--- config.mk ---
export PLATFORM = sky130hd
export DESIGN_NAME = serial_subtractor_flat
export DESIGN_NICKNAME = d
export VERILOG_FILES = /design/src/rtl/serial_subtractor_if.sv /design/src/rtl/serial_subtractor.sv /design/src/flat_wrapper.sv
export SDC_FILE = /design/constraint.sdc
export NUM_CORES = 1
export LEC_CHECK = 0
export ABC_AREA = 1
export BUFFER_PORTS_ARGS = -buffer_cell sky130_fd_sc_hd__clkbuf_2
export CORE_MARGIN = 3
export CORE_UTILIZATION = 57
export CTS_CLUSTER_DIAMETER = 150
export DETAILED_ROUTE_END_ITERATION = 16
export HOLD_SLACK_MARGIN = 0.02
export MAX_ROUTING_LAYER = met4
export PLACE_DENSITY = 0.84
export SKIP_CTS_REPAIR_TIMING = 1
export SLEW_MARGIN = 10
export SYNTH_ARGS = -nofsm -noshare
export SYNTH_HDL_FRONTEND = slang
export SYNTH_SLANG_ARGS = --single-unit
export TNS_END_PERCENT = 5
--- constraint.sdc ---
create_clock -name clk -period 2.2 [get_ports clk]
set_clock_uncertainty 0.05 [all_clocks]
set_input_delay 0.44 -clock clk [delete_from_list [all_inputs] [get_ports clk]]
set_output_delay 0.44 -clock clk [all_outputs]
set_load 0.005 [all_outputs]
--- src/rtl/serial_subtractor_if.sv ---
// Handshake/data bundle for serial_subtractor.
//   start, a, b, bin : request side, driven by the master
//   busy, done, diff, bout : status/result side, driven by the subtractor
interface serial_subtractor_if #(parameter int WIDTH = 4) ();
  logic             start;
  logic [WIDTH-1:0] a;
  logic [WIDTH-1:0] b;
  logic             bin;
  logic             busy;
  logic             done;
  logic [WIDTH-1:0] diff;
  logic             bout;

  modport master (output start, a, b, bin, input busy, done, diff, bout);
  modport slave  (input start, a, b, bin, output busy, done, diff, bout);
endinterface

--- src/rtl/serial_subtractor.sv ---
// Bit-serial unsigned subtractor: one full-subtractor cell plus a borrow flop,
// one result bit per clock, LSB first.
//   clk   : clock, rising edge
//   rst_n : asynchronous active-low reset
//   s     : serial_subtractor_if.slave
//           start/a/b/bin sampled when start is accepted (IDLE or DONE)
//           busy high while shifting, done one-cycle pulse with diff/bout
//           diff = (a - b - bin) mod 2^WIDTH, bout = (a < b + bin)
module serial_subtractor #(
  parameter int WIDTH = 4
) (
  input  logic                clk,
  input  logic                rst_n,
  serial_subtractor_if.slave  s
);
  localparam int CW = $clog2(WIDTH) + 1;

  typedef enum logic [1:0] {IDLE = 2'd0, SHIFT = 2'd1, DONE = 2'd2} state_t;

  state_t           state, state_nx;
  logic [WIDTH-1:0] sa, sb, acc, diff_q;
  logic             br, bout_q;
  logic [CW-1:0]    cnt;
  logic             d, br_nx, last, accept;

  // Full-subtractor cell on the current LSBs.
  assign d      = sa[0] ^ sb[0] ^ br;
  assign br_nx  = (~sa[0] & sb[0]) | (~(sa[0] ^ sb[0]) & br);
  assign last   = (cnt == CW'(WIDTH - 1));
  // A request in SHIFT is dropped, not queued.
  assign accept = s.start && (state != SHIFT);

  always_comb begin
    state_nx = state;
    case (state)
      IDLE:    if (s.start) state_nx = SHIFT;
      SHIFT:   if (last)    state_nx = DONE;
      DONE:    state_nx = s.start ? SHIFT : IDLE;
      default: state_nx = IDLE;
    endcase
  end

  always_ff @(posedge clk or negedge rst_n) begin
    if (!rst_n) state <= IDLE;
    else        state <= state_nx;
  end

  always_ff @(posedge clk or negedge rst_n) begin
    if (!rst_n) begin
      sa     <= '0;
      sb     <= '0;
      acc    <= '0;
      br     <= 1'b0;
      cnt    <= '0;
      diff_q <= '0;
      bout_q <= 1'b0;
    end else if (accept) begin
      sa  <= s.a;
      sb  <= s.b;
      br  <= s.bin;
      cnt <= '0;
      acc <= '0;
    end else if (state == SHIFT) begin
      sa  <= sa >> 1;
      sb  <= sb >> 1;
      br  <= br_nx;
      // Result bits enter at the MSB so bit 0 lands in place after WIDTH shifts.
      acc <= {d, acc[WIDTH-1:1]};
      cnt <= cnt + CW'(1);
      if (last) begin
        diff_q <= {d, acc[WIDTH-1:1]};
        bout_q <= br_nx;
      end
    end
  end

  assign s.busy = (state == SHIFT);
  assign s.done = (state == DONE);
  assign s.diff = diff_q;
  assign s.bout = bout_q;
endmodule
--- src/flat_wrapper.sv ---
// flat-port wrapper written by rule: the top's interface ports become plain ports
module serial_subtractor_flat 
#(
  parameter int WIDTH = 4
)
  (clk, rst_n, s_start, s_a, s_b, s_bin, s_busy, s_done, s_diff, s_bout);
  serial_subtractor_if #(.WIDTH(WIDTH)) s_i ();
  input  logic clk;
  input  logic rst_n;
  input wire logic [$bits(s_i.start)-1:0] s_start;
  input wire logic [$bits(s_i.a)-1:0] s_a;
  input wire logic [$bits(s_i.b)-1:0] s_b;
  input wire logic [$bits(s_i.bin)-1:0] s_bin;
  output wire logic [$bits(s_i.busy)-1:0] s_busy;
  output wire logic [$bits(s_i.done)-1:0] s_done;
  output wire logic [$bits(s_i.diff)-1:0] s_diff;
  output wire logic [$bits(s_i.bout)-1:0] s_bout;
  assign s_i.start = s_start;
  assign s_i.a = s_a;
  assign s_i.b = s_b;
  assign s_i.bin = s_bin;
  assign s_busy = s_i.busy;
  assign s_done = s_i.done;
  assign s_diff = s_i.diff;
  assign s_bout = s_i.bout;
  serial_subtractor #(.WIDTH(WIDTH)) u_core (.clk(clk), .rst_n(rst_n), .s(s_i));
endmodule
==> results of run 1 <==
==> cell families (layout without fill, tap and decap cells) <==
kind of cell | Yosys count | count (layout) | synth area share
adders and majority gates | 3 | 3 | 0.0447
AOI/OAI and AO/OA | 3 | 3 | 0.0162
buffers and inverters | 13 | 30 | 0.0783
and+or+nand+nor | 68 | 68 | 0.314
DFF | 22 | 22 | 0.547
==> where the power goes <==
group | leakage [nW] | switching, mW | internal (mW)
Clock | 0.0210 | 0.118 | 0.101
Sequential | 0.281 | 0.112 | 0.574
Combinational | 0.292 | 0.339 | 0.214
Total | 0.594 | 0.569 | 0.890
==> final cells by class <==
type | instances | area share
Clock buffer | 4 | 0.0328
Multi-Input combinational cell | 74 | 0.342
Inverter | 8 | 0.0272
Tap cell | 16 | 0.0181
Sequential cell | 22 | 0.498
Timing Repair Buffer | 18 | 0.0815
==> path summary, 6_finish.rpt <==
kind	from	endpoint	depth (start not counted)
min in group clk	s_b[3]	u_core.sb[3]$_DFFE_PN0P_	3
setup / recovery	u_core.state[0]$_DFFE_PN0P_	s_busy	3
hold reg to reg	u_core.s.bout$_DFFE_PN0P_	u_core.s.bout$_DFFE_PN0P_	2
max in group asynchronous	rst_n	u_core.s.diff[2]$_DFFE_PN0P_	1
hold / removal	rst_n	u_core.cnt[2]$_DFFE_PN0P_	1
setup reg to reg	u_core.cnt[0]$_DFFE_PN0P_	u_core.s.bout$_DFFE_PN0P_	6
==> per-stage QoR <==
stage | hold WS [ns] | cells | total power, mW | area [µm²] | setup WS, ns
after floorplan | 0.0944 | 109 | 1.16 | 1010 | 1.01
after global placement | 0.390 | 138 | 1.23 | 1070 | 0.834
after detailed placement | 0.393 | 138 | 1.26 | 1070 | 0.814
after CTS | 0.0569 | 142 | 1.47 | 1100 | 0.466
after global routing | 0.0663 | 142 | 1.59 | 1100 | 0.398
final | 0.0388 | 142 | 1.46 | 1100 | 0.478
==> cells in the mapped netlist <==
| cell | instances |
|---|---|
| nand2_4 | 1 |
| dfrtp_1 | 22 |
| nand2_1 | 33 |
| nor2_1 | 1 |
| buf_6 | 3 |
| inv_1 | 5 |
| inv_2 | 3 |
| buf_4 | 2 |
| nand3_1 | 31 |
| nor2_4 | 2 |
| o21ai_1 | 2 |
| fa_1 | 1 |
| ha_1 | 2 |
| o22ai_1 | 1 |
==> critical path: cells and delay by family (launching register included) <==
family | cells | cell delay, ns
and+or+nand+nor | 1 | 0.24
DFF | 1 | 0.45
buffers and inverters | 2 | 0.23
==> layer usage <==
metal	GRT usage	vias to the layer above	part of all wire
met1	0.238	358	0.47
li1	-	390	-
met5	-	-	0
met2	0.293	19	0.48
met4	0.0484	0	0
met3	0.0226	0	0.050
==> registers in the layout, summed over array words and instances (netlist names) <==
name	flops
u_core.s.bout	1
u_core.sa	4
u_core.br	1
u_core.acc	3
u_core.s.diff	4
u_core.state	2
u_core.cnt	3
u_core.sb	4
==> results_dict.tcl, run 1 <==
set metrics [dict create \
    start_kind "flip-flop" \
    seq_area_frac_synth 0.547 \
    dp_hpwl_um 1220 \
    finalCritPeriodShare 0.783 \
    core_um2 1580 \
    via_per_inst 5.40 \
    critPathCaptureType "output port" \
    die-area_um2 2310 \
    grt.total_usage 0.180 \
    insertion_delay_ns 0.30 \
    arrival_ns 1.23 \
    finalMaxSlewViolations 0 \
    gp_congestion 0.737 \
    nFillCells 134 \
    syn_nets 124 \
    grt_start_max_net_pins 29 \
    clock_sinks 22 \
    area_growth_pct 9.69 \
    ir_drop_mv 0.693 \
    root_buffer "clkbuf_4" \
    final_cell_mix "33 x nand2_1, 31 x nand3_1, 22 x dfrtp_1, 18 x clkbuf_2, 5 x inv_1" \
    maxCapViolCount 0 \
    multiInputGateArea_um2 378 \
    synth_cells 109 \
    cts-buffers-inserted 3 \
    p_leak_nw 0.594 \
    vias 767 \
    seq_area_um2 551 \
    ant_nets 0 \
    worst_hold_path_type "in2async" \
    synth_seq_cells 22 \
    cts_tree "built" \
    overflow 0 \
    firstDrtPassIters 4 \
    synth_top_area_cell "dfrtp_1" \
    worstSetupPathType "reg2out" \
    maxSlewHeadroom 0.650 \
    period_needed_ns 1.72 \
    pwr_density_cell_nw_per_um2 1320 \
    portBuffers 18 \
    path_max_fanout 13 \
    clk_pin_slew_ns 0.12 \
    drive_gt1_frac 0.222 \
    synthTopCellsByArea "dfrtp_1 55%, nand3_1 15%, nand2_1 12%" \
    grt_pass1_wl_um 2840 \
    wl_per_cell_um 11.9 \
    fin_setup_tns_ns 0 \
    fp-row-count 14 \
    setup_viol 0 \
    drt-total-wl_um 1680 \
    die_h_um 48.0 \
    worst_pin_slew_ns 0.525 \
    syn_avg_cell_area_um2 9.24 \
    drcViolationCount 0 \
    start_util 0.639 \
    post-route-util 0.701 \
    ios 19 \
    crit_path_top_delay_cell "dfrtp_1" \
    diodes 0 \
    rsz0062_at_grt "false" \
    synth_area_um2 1010 \
    critPathRequiredTime_ns 1.71 \
    die_w_um 48.0 \
    final_common_cell "nand2_1" \
    path_cells "inv_2, nor2_4, clkbuf_2" \
    grt_pass1_vias 673 \
    antenna_found_initial 0 \
    slowest_delay_ns 0.45 \
    status "completed" \
    final_nets 142 \
    r2r_setup_slack_ns 0.93 \
    hold_viol_final 0 \
    cts_max_path_buffers 2 \
    clock.fmax_mhz 581 \
    ys_warn_count 0 \
    synth_top_area_frac 0.547 \
    htree_levels 1 \
    initialDrtViolationCount 12 \
    synth_cell_types 14 \
]
Power figures use the tool's default switching activity.
==> inputs of run 2 (changes only) <==
--- a/config.mk
+++ b/config.mk
@@ -8,12 +8,12 @@
 export ABC_AREA = 1
 export BUFFER_PORTS_ARGS = -buffer_cell sky130_fd_sc_hd__clkbuf_2
 export CORE_MARGIN = 3
-export CORE_UTILIZATION = 57
+export CORE_UTILIZATION = 47
 export CTS_CLUSTER_DIAMETER = 150
 export DETAILED_ROUTE_END_ITERATION = 16
 export HOLD_SLACK_MARGIN = 0.02
 export MAX_ROUTING_LAYER = met4
-export PLACE_DENSITY = 0.84
+export PLACE_DENSITY = 0.74
 export SKIP_CTS_REPAIR_TIMING = 1
 export SLEW_MARGIN = 10
 export SYNTH_ARGS = -nofsm -noshare
==> constraint.sdc (replaced) <==
create_clock -name clk -period 1.39 [get_ports clk]
set_clock_uncertainty 0.05 [all_clocks]
set_input_delay 0.278 -clock clk [delete_from_list [all_inputs] [get_ports clk]]
set_output_delay 0.278 -clock clk [all_outputs]
set_load 0.005 [all_outputs]
==> run 2 against run 1 <==
Critical path depth fell by 1. Combinational power grew 74%. Sequential share of layout area fell by 2.3 points. Sequential power increased by 56%. Worst setup slack lost 0.47 ns. Critical endpoint unchanged. Largest cell class unchanged. Largest power group unchanged.
==> results_dict.tcl, run 2 (synthesized netlist as in run 1, its figures left out) <==
set metrics [dict create \
    status "completed" \
    regToRegEndpoint "u_core.s.bout$_DFFE_PN0P_" \
    core_um2 2000 \
    drive_gt1_frac 0.240 \
    path_max_fanout 5 \
    overflow 0 \
    crit_path_top_delay_cell "dfrtp_1" \
    worstRegToRegCells 6 \
    min_to "u_core.sb[3]$_DFFE_PN0P_" \
    finalCritPeriodShare 0.992 \
    cts-buffers-inserted 3 \
    critPathRequiredTime_ns 1.06 \
    clock_sinks 22 \
    die_h_um 52.3 \
    grt_pass1_wl_um 3240 \
    ir_drop_mv 1.14 \
    final_nets 145 \
    start_util 0.503 \
    grt.total_usage 0.163 \
    r2r_start "u_core.cnt[0]$_DFFE_PN0P_" \
    period_needed_ns 1.38 \
    hold_viol_final 0 \
    via_per_inst 5.13 \
    p_int_mw 1.59 \
    fp-row-count 16 \
    maxCapViolCount 0 \
    grt_pass1_vias 760 \
    critPathBufInv 1 \
    path_cells "nor2_4, clkbuf_2" \
    worst_hold_path_type "in2reg" \
    cts_tree "built" \
    root_buffer "clkbuf_4" \
    antenna_found_initial 0 \
    initialDrtViolationCount 14 \
    final_cell_mix "33 x nand2_1, 31 x nand3_1, 21 x dfrtp_1, 18 x clkbuf_2, 5 x inv_1" \
    r2r_setup_slack_ns 0.16 \
    portBuffers 18 \
    ios 19 \
    diodes 0 \
    drt-total-wl_um 1840 \
    htree_levels 1 \
    fin_cells 156 \
    clock.fmax_mhz 725 \
    die-area_um2 2730 \
    wl_per_cell_um 11.8 \
    holdPathStages 3 \
    clkPwrFrac 0.192 \
    setup_viol 0 \
    finalMaxSlewViolations 0 \
    arrival_ns 1.05 \
    pwr-share-seq 0.426 \
    worstHoldStart "s_b[3]" \
    p_leak_nw 0.614 \
    critPathCaptureType "output port" \
    drcViolationCount 0 \
    clk_pin_slew_ns 0.13 \
    worstSetupPathType "reg2out" \
    pwr_density_cell_nw_per_um2 2170 \
    firstDrtPassIters 4 \
    vias 800 \
    slowest_delay_ns 0.44 \
    gp_congestion 0.741 \
    fin_setup_tns_ns 0 \
    critPathTopFamily "flip-flops" \
    dp_hpwl_um 1280 \
    maxSlewHeadroom 0.641 \
    die_w_um 52.3 \
    rsz0062_at_grt "true" \
    nFillCells 205 \
    p_switching_mw 0.934 \
    insertion_delay_ns 0.31 \
    grt_start_max_net_pins 29 \
    worst_pin_slew_ns 0.539 \
    dp.cells 150 \
    final_common_cell "nand2_1" \
    area_growth_pct 15.3 \
    cts_max_path_buffers 2 \
    swShare 0.370 \
    combPwrFrac 0.382 \
    ant_nets 0 \
    start_kind "flip-flop" \
]
## run 2: power by group through the flow
stage	Combinational, mW	Clock, mW	Sequential [mW]
floorplan	0.763	0	1.07
global placement	0.903	0	1.08
detailed placement	0.933	0	1.09
CTS	0.940	0.498	1.08
global route	1.13	0.524	1.10
finish	0.963	0.485	1.07
## run 2: metal layers
metal	track usage	wire length, µm
met5	-	0
met4	0.0766	31
met3	0.0256	93
met2	0.258	837
met1	0.203	874
## run 2: worst register-to-register path: stages, from the launching register on
cell     delay (ns)
dfrtp_1        0.42
ha_1           0.20
ha_1           0.20
inv_1          0.10
nor2_4         0.06
nand2_1        0.07
nand2_1        0.05
## run 2: layout make-up
| cell class | instances | area [µm²] | area share |
|---|---|---|---|
| Clock buffer | 3 | 22.5 | 0.0194 |
| Multi-Input combinational cell | 74 | 378 | 0.325 |
| Timing Repair Buffer | 21 | 115 | 0.0991 |
| Clock inverter | 1 | 30.0 | 0.0259 |
| Inverter | 8 | 30.0 | 0.0259 |
| Tap cell | 27 | 33.8 | 0.0291 |
| Sequential cell | 22 | 552 | 0.475 |
## run 2: worst max-delay path by stage
stage	start	endpoint	slack, ns	depth (start not counted)
global placement	u_core.cnt[0]$_DFFE_PN0P_	u_core.s.diff[1]$_DFFE_PN0P_	0.19	6
finish	u_core.state[1]$_DFFE_PN0P_	s_busy	0.01	2
floorplan	u_core.cnt[0]$_DFFE_PN0P_	u_core.s.bout$_DFFE_PN0P_	0.23	6
global route	u_core.state[0]$_DFFE_PN0P_	s_busy	-0.04	3
CTS	u_core.state[0]$_DFFE_PN0P_	s_busy	-0.07	3
detailed placement	u_core.cnt[0]$_DFFE_PN0P_	u_core.s.diff[1]$_DFFE_PN0P_	0.17	6
## run 2: metrics by stage
step	utilization	setup WS, ns	hold slack, ns	power, mW	instance area [µm²]
floorplan	-	0.233	-0.0676	1.83	1010
global placement	0.544	0.194	0.229	1.98	1090
detailed placement	0.544	0.174	0.238	2.03	1090
CTS	0.571	-0.0661	-0.114	2.52	1140
global route	0.580	-0.0430	0.151	2.75	1160
finish	0.580	0.0105	0.137	2.52	1160
==> inputs of run 3 (changes only) <==
--- a/config.mk
+++ b/config.mk
@@ -13,9 +13,10 @@
 export DETAILED_ROUTE_END_ITERATION = 16
 export HOLD_SLACK_MARGIN = 0.02
 export MAX_ROUTING_LAYER = met4
-export PLACE_DENSITY = 0.74
+export PLACE_DENSITY = 0.7
+export RECOVER_POWER = 100
 export SKIP_CTS_REPAIR_TIMING = 1
-export SLEW_MARGIN = 10
+export SLEW_MARGIN = 20
 export SYNTH_ARGS = -nofsm -noshare
 export SYNTH_HDL_FRONTEND = slang
 export SYNTH_SLANG_ARGS = --single-unit
==> run 3 against run 2 <==
Worst hold slack improved by 0.024 ns. Largest power group unchanged. Die area did not move. Sequential cell count unchanged. Total power shrank 7.3%. Final area fell by 1.6%. Critical path type unchanged. Final cell count is 0.64% higher. Worst setup slack better by 0.040 ns. Combinational power increased by 3.7%. Non-clock buffer count up 2. Clock-buffer cell count unchanged. Sequential share of layout area increased by 0.78 points. Clock power decreased by 45%.
==> results_dict.tcl, run 3 (synthesized netlist as in run 1, its figures left out) <==
set metrics [dict create \
    r2r_setup_slack_ns 0.14 \
    overflow 0 \
    die-area_um2 2730 \
    worstRegToRegCells 6 \
    drt-total-wl_um 1770 \
    status "completed" \
    maxSlewHeadroom 0.650 \
    start_util 0.503 \
    ios 19 \
    path_cells "inv_2, nor2_4, clkbuf_2" \
    fp-row-count 16 \
    worstHoldStart "s_a[3]" \
    drive_gt1_frac 0.223 \
    start_kind "flip-flop" \
    fin_cells 157 \
    finalMaxSlewViolations 0 \
    cts_max_path_buffers 2 \
    worst_hold_path_type "in2reg" \
    wl_per_cell_um 11.3 \
    core_um2 2000 \
    ir_drop_mv 1.09 \
    r2r_start "u_core.cnt[0]$_DFFE_PN0P_" \
    worstSetupPathType "reg2out" \
    maxCapViolCount 0 \
    firstDrtPassIters 4 \
    arrival_ns 1.01 \
    final_nets 147 \
    area_growth_pct 13.4 \
    post-route-util 0.571 \
    die_w_um 52.3 \
    antenna_found_initial 0 \
    die_h_um 52.3 \
    path_max_fanout 4 \
    insertion_delay_ns 0.29 \
    vias 773 \
    nFillCells 209 \
    rsz0062_at_grt "true" \
    grt.total_usage 0.143 \
    grt_pass1_wl_um 2880 \
    period_needed_ns 1.34 \
    p_leak_nw 0.599 \
    total_power_mw 2.34 \
    min_to "u_core.sa[3]$_DFFE_PN0P_" \
    regToRegEndpoint "u_core.s.diff[1]$_DFFE_PN0P_" \
    final_common_cell "nand2_1" \
    crit_path_top_delay_cell "dfrtp_2" \
    initialDrtViolationCount 10 \
    grt_pass1_vias 684 \
    finalCritPeriodShare 0.964 \
    critPathCaptureType "output port" \
    gp_congestion 0.739 \
    hold_viol_final 0 \
    final_cell_mix "33 x nand2_1, 31 x nand3_1, 21 x dfrtp_1, 15 x clkbuf_2, 5 x inv_1" \
    worst_pin_slew_ns 0.525 \
    dp.cells 150 \
    cts-buffers-inserted 3 \
    holdPathStages 3 \
    slowest_delay_ns 0.39 \
    clock_sinks 22 \
    grt_start_max_net_pins 29 \
    root_buffer "clkbuf_4" \
    clk_pin_slew_ns 0.11 \
    portBuffers 18 \
    clock.fmax_mhz 746 \
    ant_nets 0 \
    pwr_density_cell_nw_per_um2 2050 \
    drcViolationCount 0 \
    dp_hpwl_um 1280 \
    htree_levels 1 \
    setup_viol 0 \
    critPathRequiredTime_ns 1.06 \
    via_per_inst 4.92 \
    cts_tree "built" \
    diodes 0 \
]
==> run 3: cell types whose count changed in the layout (fill, tap and decap cells not counted), sizes merged <==
cell | before | now
buf | 2 | 4
bufinv | 1 | 0
==> run 3: power by group <==
group	switching (mW)	total, mW	internal (mW)
Clock	0.164	0.265	0.100
Sequential	0.161	1.07	0.912
Combinational	0.584	0.999	0.416
==> run 3: critical path: cells and delay by family (launching register included) <==
kind	cells	cell delay (ns)
flip-flops	1	0.39
buffers and inverters	2	0.18
AND/OR/NAND/NOR	1	0.15
==> run 3: final cells by class <==
type                            count  area, µm²  area share
Clock buffer                        3       22.5      0.0197
Inverter                            8       30.0      0.0263
Multi-Input combinational cell     74        378       0.331
Sequential cell                    22        552       0.483
Tap cell                           27       33.8      0.0296
Timing Repair Buffer               23        126       0.111
==> run 3: worst max path at each step <==
stage	startpoint	end	slack [ns]	depth (start not counted)
finish	u_core.state[0]$_DFFE_PN0P_	s_busy	0.05	3
global route	u_core.state[0]$_DFFE_PN0P_	s_busy	-0.01	3
CTS	u_core.state[0]$_DFFE_PN0P_	s_busy	-0.09	3
detailed placement	u_core.cnt[0]$_DFFE_PN0P_	u_core.s.diff[2]$_DFFE_PN0P_	0.16	6
global placement	u_core.cnt[0]$_DFFE_PN0P_	u_core.s.diff[0]$_DFFE_PN0P_	0.19	6
floorplan	u_core.cnt[0]$_DFFE_PN0P_	u_core.s.bout$_DFFE_PN0P_	0.23	6
==> run 3: per-stage QoR <==
stage | area, µm² | hold WS, ns | worst slack, ns | TNS [ns]
after global placement | 1090 | 0.234 | 0.193 | 0
after CTS | 1110 | -0.0989 | -0.0927 | -0.0927
after global routing | 1140 | 0.159 | -0.0109 | -0.0109
final | 1140 | 0.161 | 0.0500 | 0
after floorplan | 1010 | -0.0676 | 0.233 | 0
after detailed placement | 1090 | 0.229 | 0.163 | 0
==> run 3: routing by layer <==
layer	up-vias	wire length (µm)	global-route usage
li1	398	-	-
met1	356	850	0.178
met2	17	825	0.233
met3	2	86	0.0342
met4	0	8	0.0383
met5	-	0	-
